### config.mk
export PLATFORM = sky130hd
export DESIGN_NAME = lcd_char_ctrl
export DESIGN_NICKNAME = d
export VERILOG_FILES = /design/src/rtl/lcd_pkg.sv /design/src/rtl/lcd_delay_cnt.sv /design/src/rtl/lcd_char_ctrl.sv
export SDC_FILE = /design/constraint.sdc
export NUM_CORES = 1
export LEC_CHECK = 0
export ABC_CLOCK_PERIOD_IN_PS = 3800
export CORE_MARGIN = 5
export CORE_UTILIZATION = 58
export CTS_BUF_LIST = sky130_fd_sc_hd__clkbuf_2 sky130_fd_sc_hd__clkbuf_4 sky130_fd_sc_hd__clkbuf_8
export CTS_CLUSTER_SIZE = 28
export DETAILED_ROUTE_END_ITERATION = 16
export GPL_ROUTABILITY_DRIVEN = 0
export PLACE_DENSITY = 0.84
export SYNTH_ARGS = -nofsm -noshare
export SYNTH_HDL_FRONTEND = slang
export SYNTH_HIERARCHICAL = 1
export SYNTH_SLANG_ARGS = --single-unit
### constraint.sdc
create_clock -name i_clk -period 3.8 [get_ports i_clk]
set_input_delay 0.76 -clock i_clk [delete_from_list [all_inputs] [get_ports i_clk]]
set_output_delay 0.76 -clock i_clk [all_outputs]
set_load 0.02 [all_outputs]
### src/rtl/lcd_pkg.sv
// Shared types and constants for the HD44780 character-LCD controller:
// FSM states, power-up command list and the clear/home decode.
package lcd_pkg;

  typedef enum logic [2:0] {
    ST_PWRUP,
    ST_SETUP,
    ST_EN,
    ST_HOLD,
    ST_WAIT,
    ST_IDLE
  } lcd_state_e;

  localparam int         INIT_LEN      = 4;
  localparam logic [7:0] CLR_HOME_MASK = 8'hFC;

  // 8-bit bus, 2 lines, display on, clear, entry mode increment
  function automatic logic [7:0] init_cmd(input logic [1:0] idx);
    case (idx)
      2'd0:    return 8'h38;
      2'd1:    return 8'h0C;
      2'd2:    return 8'h01;
      default: return 8'h06;
    endcase
  endfunction

  function automatic logic is_slow_cmd(input logic rs, input logic [7:0] dat);
    return !rs && ((dat & CLR_HOME_MASK) == 8'h00);
  endfunction

  function automatic int max_i(input int a, input int b);
    return (a > b) ? a : b;
  endfunction

endpackage

### src/rtl/lcd_delay_cnt.sv
// Loadable down-counter with zero flag; one-cycle load, holds at zero.
// Shared by every timed state of the LCD controller, no backpressure.
module lcd_delay_cnt #(
  parameter int            CW      = 8,
  parameter logic [CW-1:0] RST_VAL = '0
) (
  input  logic          i_clk,
  input  logic          i_rst_n,
  input  logic          i_load,
  input  logic [CW-1:0] i_load_val,
  output logic          o_zero
);

  logic [CW-1:0] cnt_q;
  logic [CW-1:0] cnt_d;

  always_comb begin
    cnt_d = cnt_q;
    if (i_load) begin
      cnt_d = i_load_val;
    end else if (cnt_q != '0) begin
      cnt_d = cnt_q - 1'b1;
    end
  end

  always_ff @(posedge i_clk or negedge i_rst_n) begin
    if (!i_rst_n) begin
      cnt_q <= RST_VAL;
    end else begin
      cnt_q <= cnt_d;
    end
  end

  assign o_zero = (cnt_q == '0);

endmodule

### src/rtl/lcd_char_ctrl.sv
// Write-only HD44780 controller: power-up init, RS/EN/DATA pin timing, execution waits.
// Requests accepted only in IDLE (o_req_rdy); ready returns SETUP+EN+HOLD+WAIT cycles later.
module lcd_char_ctrl
  import lcd_pkg::*;
#(
  parameter int T_PWRUP = 750000,
  parameter int T_SETUP = 3,
  parameter int T_EN_HI = 25,
  parameter int T_HOLD  = 3,
  parameter int T_CMD   = 2500,
  parameter int T_CLEAR = 100000
) (
  input  logic       i_clk,
  input  logic       i_rst_n,
  input  logic       i_req_vld,
  input  logic       i_req_rs,
  input  logic [7:0] i_req_data,
  output logic       o_req_rdy,
  output logic       o_init_done,
  output logic       o_lcd_on,
  output logic       o_lcd_en,
  output logic       o_lcd_rs,
  output logic       o_lcd_rw,
  output logic [7:0] o_lcd_data
);

  localparam int T_MAX = max_i(max_i(max_i(T_PWRUP, T_SETUP), max_i(T_EN_HI, T_HOLD)),
                               max_i(T_CMD, T_CLEAR));
  localparam int CW    = $clog2(T_MAX) + 1;

  localparam logic [CW-1:0] LD_PWRUP = CW'(T_PWRUP - 1);
  localparam logic [CW-1:0] LD_SETUP = CW'(T_SETUP - 1);
  localparam logic [CW-1:0] LD_EN    = CW'(T_EN_HI - 1);
  localparam logic [CW-1:0] LD_HOLD  = CW'(T_HOLD - 1);
  localparam logic [CW-1:0] LD_CMD   = CW'(T_CMD - 1);
  localparam logic [CW-1:0] LD_CLEAR = CW'(T_CLEAR - 1);
  localparam logic [1:0]    IDX_LAST = 2'(INIT_LEN - 1);

  lcd_state_e    state_q;
  logic [1:0]    idx_q;
  logic          en_q, rs_q, rdy_q, done_q, on_q;
  logic [7:0]    data_q;
  logic          cnt_load;
  logic [CW-1:0] cnt_val;
  logic          cnt_zero;
  logic          more_init;

  assign more_init = !done_q && (idx_q != IDX_LAST);

  // Counter reloads on every state entry; PWRUP entry is the reset value itself.
  always_comb begin
    cnt_load = 1'b0;
    cnt_val  = '0;
    unique case (state_q)
      ST_PWRUP: if (cnt_zero) begin cnt_load = 1'b1; cnt_val = LD_SETUP; end
      ST_SETUP: if (cnt_zero) begin cnt_load = 1'b1; cnt_val = LD_EN; end
      ST_EN:    if (cnt_zero) begin cnt_load = 1'b1; cnt_val = LD_HOLD; end
      ST_HOLD:  if (cnt_zero) begin
                  cnt_load = 1'b1;
                  cnt_val  = is_slow_cmd(rs_q, data_q) ? LD_CLEAR : LD_CMD;
                end
      ST_WAIT:  if (cnt_zero && more_init) begin cnt_load = 1'b1; cnt_val = LD_SETUP; end
      ST_IDLE:  if (i_req_vld && rdy_q) begin cnt_load = 1'b1; cnt_val = LD_SETUP; end
      default:  begin cnt_load = 1'b0; cnt_val = '0; end
    endcase
  end

  lcd_delay_cnt #(
    .CW      (CW),
    .RST_VAL (LD_PWRUP)
  ) u_delay_cnt (
    .i_clk      (i_clk),
    .i_rst_n    (i_rst_n),
    .i_load     (cnt_load),
    .i_load_val (cnt_val),
    .o_zero     (cnt_zero)
  );

  always_ff @(posedge i_clk or negedge i_rst_n) begin
    if (!i_rst_n) begin
      state_q <= ST_PWRUP;
      idx_q   <= '0;
      en_q    <= 1'b0;
      rs_q    <= 1'b0;
      data_q  <= '0;
      rdy_q   <= 1'b0;
      done_q  <= 1'b0;
      on_q    <= 1'b0;
    end else begin
      on_q <= 1'b1;
      unique case (state_q)
        ST_PWRUP: if (cnt_zero) begin
          state_q <= ST_SETUP;
          idx_q   <= '0;
          rs_q    <= 1'b0;
          data_q  <= init_cmd(2'd0);
        end
        ST_SETUP: if (cnt_zero) begin
          state_q <= ST_EN;
          en_q    <= 1'b1;
        end
        ST_EN: if (cnt_zero) begin
          state_q <= ST_HOLD;
          en_q    <= 1'b0;
        end
        ST_HOLD: if (cnt_zero) begin
          state_q <= ST_WAIT;
        end
        ST_WAIT: if (cnt_zero) begin
          if (more_init) begin
            state_q <= ST_SETUP;
            idx_q   <= idx_q + 2'd1;
            rs_q    <= 1'b0;
            data_q  <= init_cmd(idx_q + 2'd1);
          end else begin
            state_q <= ST_IDLE;
            done_q  <= 1'b1;
            rdy_q   <= 1'b1;
          end
        end
        ST_IDLE: if (i_req_vld && rdy_q) begin
          state_q <= ST_SETUP;
          rs_q    <= i_req_rs;
          data_q  <= i_req_data;
          rdy_q   <= 1'b0;
        end
        default: state_q <= ST_PWRUP;
      endcase
    end
  end

  assign o_req_rdy   = rdy_q;
  assign o_init_done = done_q;
  assign o_lcd_on    = on_q;
  assign o_lcd_en    = en_q;
  assign o_lcd_rs    = rs_q;
  assign o_lcd_rw    = 1'b0;
  assign o_lcd_data  = data_q;

endmodule

==> results of run 1 <==
## per-layer routing
layer  track usage  routed length, um
met3        0.0620                212
met1         0.260               2230
met4        0.0943                 91
met5             0                  0
met2         0.334               2430
## Yosys cell counts, types with 3 or more instances
library cell,number,share of area
a211oi_1,4,0.013
a21oi_1,4,0.0087
a22o_1,7,0.027
a31oi_1,5,0.014
and2_1,3,0.0082
and3_1,6,0.016
buf_2,6,0.013
clkbuf_1,4,0.0066
dfrtp_1,26,0.28
dfstp_2,13,0.15
ha_1,6,0.033
inv_1,7,0.011
mux2_2,8,0.039
mux2i_1,5,0.022
nand2_1,20,0.033
nand2b_1,6,0.016
nand3_1,6,0.013
nor2_1,12,0.020
nor3_1,7,0.015
nor4_1,5,0.014
o21a_1,3,0.0098
o21ai_0,10,0.022
o21ai_1,3,0.0066
o31ai_1,5,0.016
or4_1,4,0.013
xnor2_1,7,0.027
xor2_1,7,0.027
## area by class of cell
cell class,count,area (sq um)
multi-input combinational,179,1230
fill,290,1050
sequential,39,992
timing repair buffer,28,265
clock buffer,5,68.8
tap,48,60.1
clock inverter,3,47.5
inverter,8,30.0
## power by group through the flow
stage	logic (mW)	registers, mW	clock network [mW]
floorplan	0.00355	0.425	0
global placement	0.0236	0.424	0
detailed placement	0.0239	0.424	0
CTS	0.0239	0.416	0.366
global route	0.0263	0.416	0.386
finish	0.0234	0.416	0.356
## cells by family after synthesis
| family | synth area share |
|---|---|
| and+or+nand+nor | 0.196 |
| AOI/OAI and AO/OA | 0.169 |
| DFF | 0.433 |
| buffers and inverters | 0.0410 |
| muxes | 0.0710 |
| xor gates and xnor gates | 0.0536 |
| adders and majority gates | 0.0328 |
| other | 0.00328 |
## layout by cell type (no fill, tap or decap), types with 2 or more instances in the layout
cell type,Yosys,final
a21o_1,2,2
nand2b_1,6,6
o21a_1,3,3
o31ai_1,5,5
buf_4,1,4
xor2_1,7,7
a31oi_1,5,5
dfrtp_1,26,26
o21ai_0,10,10
or4_1,4,4
mux2i_1,5,5
nor3_2,2,2
and2_1,3,3
nand2_1,20,20
nor3_1,7,7
xnor2_1,7,7
inv_1,7,7
a211oi_1,4,4
nor2_1,12,12
dfstp_2,13,13
ha_1,6,6
nand3_1,6,6
mux2_1,2,2
and3_1,6,6
a22o_1,7,7
nor2b_1,2,2
nor4_1,5,5
o21ai_1,3,3
a21oi_1,4,4
clkbuf_8,0,5
conb_1,2,10
o41ai_1,2,2
mux2_2,8,8
clkdlybuf4s50_1,0,23
## flip-flops by register name, summed over array words and instances (netlist names)
| signal | count |
|---|---|
| idx_q | 2 |
| o_init_done | 1 |
| o_lcd_data | 8 |
| o_lcd_en | 1 |
| o_lcd_on | 1 |
| o_lcd_rs | 1 |
| o_req_rdy | 1 |
| state_q | 3 |
| u_delay_cnt/cnt_q | 21 |
## worst register-to-register path: cells and delay by family, from the launching register on
family                 cells  cell delay [ns]
and+or+nand+nor            3             1.08
buffers and inverters      2             0.58
AOI/OAI and AO/OA          3             0.73
DFF                        1             0.43
## through the flow
step                      area [sq um]  setup slack, ns  hold WS [ns]
final                             2700            0.866         0.516
after global routing              2700            0.436         0.545
after CTS                         2700            0.858         0.514
after detailed placement          2580            0.911         0.495
after global placement            2580            0.987         0.495
after floorplan                   2320             1.12         0.464
## worst max-delay path by stage
stage | start | endpoint | slack (ns) | cells after the start
after floorplan | u_delay_cnt/cnt_q[16]$_DFFE_PN1P_ | u_delay_cnt/cnt_q[10]$_DFFE_PN0P_ | 1.12 | 9
after global placement | u_delay_cnt/cnt_q[9]$_DFFE_PN0P_ | u_delay_cnt/cnt_q[9]$_DFFE_PN0P_ | 0.99 | 8
after detailed placement | u_delay_cnt/cnt_q[9]$_DFFE_PN0P_ | u_delay_cnt/cnt_q[11]$_DFFE_PN0P_ | 0.91 | 8
after CTS | u_delay_cnt/cnt_q[9]$_DFFE_PN0P_ | u_delay_cnt/cnt_q[11]$_DFFE_PN0P_ | 0.86 | 8
after global routing | u_delay_cnt/cnt_q[9]$_DFFE_PN0P_ | u_delay_cnt/cnt_q[11]$_DFFE_PN0P_ | 0.44 | 8
final | u_delay_cnt/cnt_q[9]$_DFFE_PN0P_ | u_delay_cnt/cnt_q[11]$_DFFE_PN0P_ | 0.87 | 8
==> results.toml, run 1 <==
[outcome]
status = "finished clean"

[route]
remaining_drc_errors = 0
drt_wl_total_um = 4960
wl_per_cell_um = 16.0
ant_nets = 0
vias_per_cell = 5.84
vias = 1810
first_iter_violations = 145
drt_first_pass_iters = 4

[power]
seqPwrFrac = 0.523
pwr-share-clk = 0.447
p_per_area_nw_per_um2 = 295
fin_total_pwr_mw = 0.795
p_int_mw = 0.625
swShare = 0.214
p_leak_nw = 1.15
combPwrFrac = 0.029
ir_drop_mv = 0.214
p_sw_mw = 0.170

[sta]
rsz0062_at_grt = "no"
finalHoldViolCount = 0
period_share = 0.772
fmax_mhz = 341
min_period_ns = 2.93
skew_ns = 0.00565
finalSetupViolCount = 0
slew_viol_final = 0
tightest_slew_ns = 0.848
setup_tns_ns = 0
slew_headroom = 0.435

[cells_and_area]
diodes = 0
fin_nets = 279
layout-drive-gt1-share = 0.164
post-route-util = 0.721
synthToLayoutAreaGrowth_pct = 17.8
instances_no_fill = 310

[yosys]
synthFlopType = "dfrtp_1"
avgSynthCellArea_sq_um = 9.96
yosysUniqueCellTypes = 52
seq_area_frac_synth = 0.433
netlist_instances = 230
synth_seq_cells = 39
synth-edff-count = 0
async_reset_ff_frac = 1.00
syn_area_sq_um = 2290
yosysWarnings = 6

[floorplan]
core_area_sq_um = 3740
ios = 26
die_x_um = 72.8
rows = 22
start_util = 0.612
die_y_um = 72.8
dieArea_sq_um = 5300

[worst_setup_path]
cp_cell_sequence = "nor4_1 -> nand3_1 -> nor3_2 -> buf_4 -> a21o_1 -> clkinv_1 -> a31oi_1 -> o41ai_1"
worstReg2RegStart = "u_delay_cnt/cnt_q[9]$_DFFE_PN0P_"
cp-end-kind = "register"
ff2ff_setup_slack_ns = 0.87
path_class = "reg2reg"
slowest_delay_ns = 0.44
cp.required_ns = 3.97
crit_buf_inv = 2
cp.arrival_ns = 3.11
r2r-end = "u_delay_cnt/cnt_q[11]$_DFFE_PN0P_"
path_max_fanout = 14
slowest_stage = "nor4_1"
start_kind = "register"
reg2reg_depth = 8
cp_top_family = "simple AND/OR/NAND/NOR gates"

[place]
dp_hpwl_um = 3500
port_buffers = 24
dp_cells = 302

[clock_tree]
cts.clk_slew.worst_paths_ns = 0.08
root_buffer = "clkbuf_8"
numCtsBuffers = 5
htree_levels = 2
cts_sinks = 39
cts_resized = 0
post_cts_buffers = 0
cts_hold_repair.buffers = 0
cts_tree = "built"
cts_buffer_depth = 2
clk_latency_ns = 0.30

[global_routing]
grt_pass1_wl_um = 8540
grt_pass1_vias = 1840
antenna_found_initial = 0
grt_max_degree = 40
grt_usage = 0.209
overflow = 0

[worst_hold_path]
holdPathEnd = "u_delay_cnt/cnt_q[7]$_DFFE_PN1P_"
min-delay-start = "u_delay_cnt/cnt_q[7]$_DFFE_PN1P_"
min_path_type = "reg2reg"
whs_path_depth = 2

[flow_run]
maxCapViolCount = 0
Note: power is estimated with default switching activity, not from simulation.
==> inputs of run 2 (changes only) <==
--- a/config.mk
+++ b/config.mk
@@ -5,7 +5,7 @@
 export SDC_FILE = /design/constraint.sdc
 export NUM_CORES = 1
 export LEC_CHECK = 0
-export ABC_CLOCK_PERIOD_IN_PS = 3800
+export ABC_CLOCK_PERIOD_IN_PS = 3070
 export CORE_MARGIN = 5
 export CORE_UTILIZATION = 58
 export CTS_BUF_LIST = sky130_fd_sc_hd__clkbuf_2 sky130_fd_sc_hd__clkbuf_4 sky130_fd_sc_hd__clkbuf_8
==> constraint.sdc (replaced) <==
create_clock -name i_clk -period 3.07 [get_ports i_clk]
set_input_delay 0.614 -clock i_clk [delete_from_list [all_inputs] [get_ports i_clk]]
set_output_delay 0.614 -clock i_clk [all_outputs]
set_load 0.02 [all_outputs]
==> results.toml, run 2 (same netlist as run 1, synthesis figures left out) <==
[global_routing]
antenna_found_initial = 0
grt_pass1_vias = 1806
overflow = 0
grt_usage = 0.201
grt_pass1_wl_um = 8290
grt_max_degree = 40

[sta]
layout_setup_ws_ns = 0.519
finalHoldViolCount = 0
tightest_slew_ns = 0.858
whs_ns = 0.420
slew_viol_final = 0
fmax_mhz = 392
min_period_ns = 2.55
rsz0062_at_grt = "no"
period_share = 0.831
skew_ns = 0.00355
setup_tns_ns = 0
finalSetupViolCount = 0
slew_headroom = 0.428

[cells_and_area]
final_common_cell = "dfrtp_1"
synthToLayoutAreaGrowth_pct = 18.3
layout-drive-gt1-share = 0.170
largest_reg_flops = 21
largest_register = "u_delay_cnt/cnt_q"
final_cell_mix = "26 x dfrtp_1, 23 x clkdlybuf4s50_1, 20 x nand2_1"
diodes = 0
fill_cells = 293
fin_nets = 281

[place]
pre_cts_ws_ns = 0.540
port_buffers = 24
dp_hpwl_um = 3350

[worst_setup_path]
start_kind = "register"
slowest_delay_ns = 0.52
cp.arrival_ns = 2.75
path_max_fanout = 5
cp_cell_sequence = "or3_4 -> or4b_4 -> nor3_2 -> nand4b_1 -> nor2_1 -> and2_1 -> a31oi_1 -> o41ai_1"
path_class = "reg2reg"
slowest_stage = "or4b_4"
cp.required_ns = 3.27
cp-end-kind = "register"

[clock_tree]
cts.clk_slew.worst_paths_ns = 0.08
cts_hold_repair.buffers = 0
cts_sinks = 39
root_buffer = "clkbuf_8"
post_cts_buffers = 0
htree_levels = 2
cts_buffer_depth = 2
cts_resized = 0
cts_tree = "built"
numCtsBuffers = 5
clk_latency_ns = 0.30

[worst_hold_path]
min_path_type = "in2async"

[floorplan]
rows = 22
die_x_um = 72.8
ios = 26
start_util = 0.612
dieArea_sq_um = 5300
core_area_sq_um = 3740
die_y_um = 72.8

[power]
p_leak_nw = 1.16
ir_drop_mv = 0.266
p_per_area_nw_per_um2 = 362
fin_total_pwr_mw = 0.981

[route]
vias = 1806
remaining_drc_errors = 0
first_iter_violations = 104
vias_per_cell = 5.79
drt_first_pass_iters = 4
wl_per_cell_um = 15.3
drt_wl_total_um = 4780
ant_nets = 0

[outcome]
status = "finished clean"

[flow_run]
maxCapViolCount = 0
-- run 2: cell count changes in the layout (fill, tap and decap cells not counted), sizes merged --
cell and delta:
inv -1, clkinv +1, buf +2
-- run 2: per-stage QoR --
| stage | utilization | area (sq um) | std cells |
|---|---|---|---|
| finish | 0.724 | 2710 | 312 |
| global placement | 0.694 | 2600 | 304 |
| floorplan | - | 2320 | 238 |
| global route | 0.724 | 2710 | 312 |
| detailed placement | 0.694 | 2600 | 304 |
| CTS | 0.724 | 2710 | 312 |
-- run 2: final timing paths --
path / from / cells after the start / slack [ns] / endpoint
max: u_delay_cnt/cnt_q[16]$_DFFE_PN1P_ / 8 / 0.52 / u_delay_cnt/cnt_q[9]$_DFFE_PN0P_
min in group i_clk: u_delay_cnt/cnt_q[7]$_DFFE_PN1P_ / 2 / 0.51 / u_delay_cnt/cnt_q[7]$_DFFE_PN1P_
min reg2reg: u_delay_cnt/cnt_q[7]$_DFFE_PN1P_ / 2 / 0.51 / u_delay_cnt/cnt_q[7]$_DFFE_PN1P_
min: i_rst_n / 1 / 0.42 / o_lcd_en$_DFFE_PN0P_
max in group asynchronous: i_rst_n / 1 / 2.12 / u_delay_cnt/cnt_q[10]$_DFFE_PN0P_
max reg2reg: u_delay_cnt/cnt_q[16]$_DFFE_PN1P_ / 8 / 0.52 / u_delay_cnt/cnt_q[9]$_DFFE_PN0P_
-- run 2: worst max-delay path, delay by kind of cell, from the launching register on --
kind | cells | cell delay (ns)
AO/OA/AOI/OAI | 2 | 0.11
AND/OR/NAND/NOR | 6 | 1.96
flip-flops | 1 | 0.39
-- run 2: power by group --
group | internal, mW | switching (mW)
Sequential | 0.515 | 0.000131
Clock | 0.242 | 0.195
Combinational | 0.0130 | 0.0159
Total | 0.770 | 0.211
-- run 2: cell type report --
class / count / area, sq um / share of cell area
inverter: 8 / 30.0 / 0.0111
clock buffer: 5 / 68.8 / 0.0254
clock inverter: 3 / 43.8 / 0.0162
timing repair buffer: 30 / 280 / 0.103
tap: 48 / 60.1 / 0.0222
multi-input combinational: 179 / 1230 / 0.455
sequential: 39 / 992 / 0.366
-- run 2: per-layer routing --
layer	track usage	vias up	wire, um
li1	-	888	-
met1	0.261	864	2260
met2	0.323	46	2230
met3	0.0551	8	213
met4	0.0676	0	78
met5	0	-	0
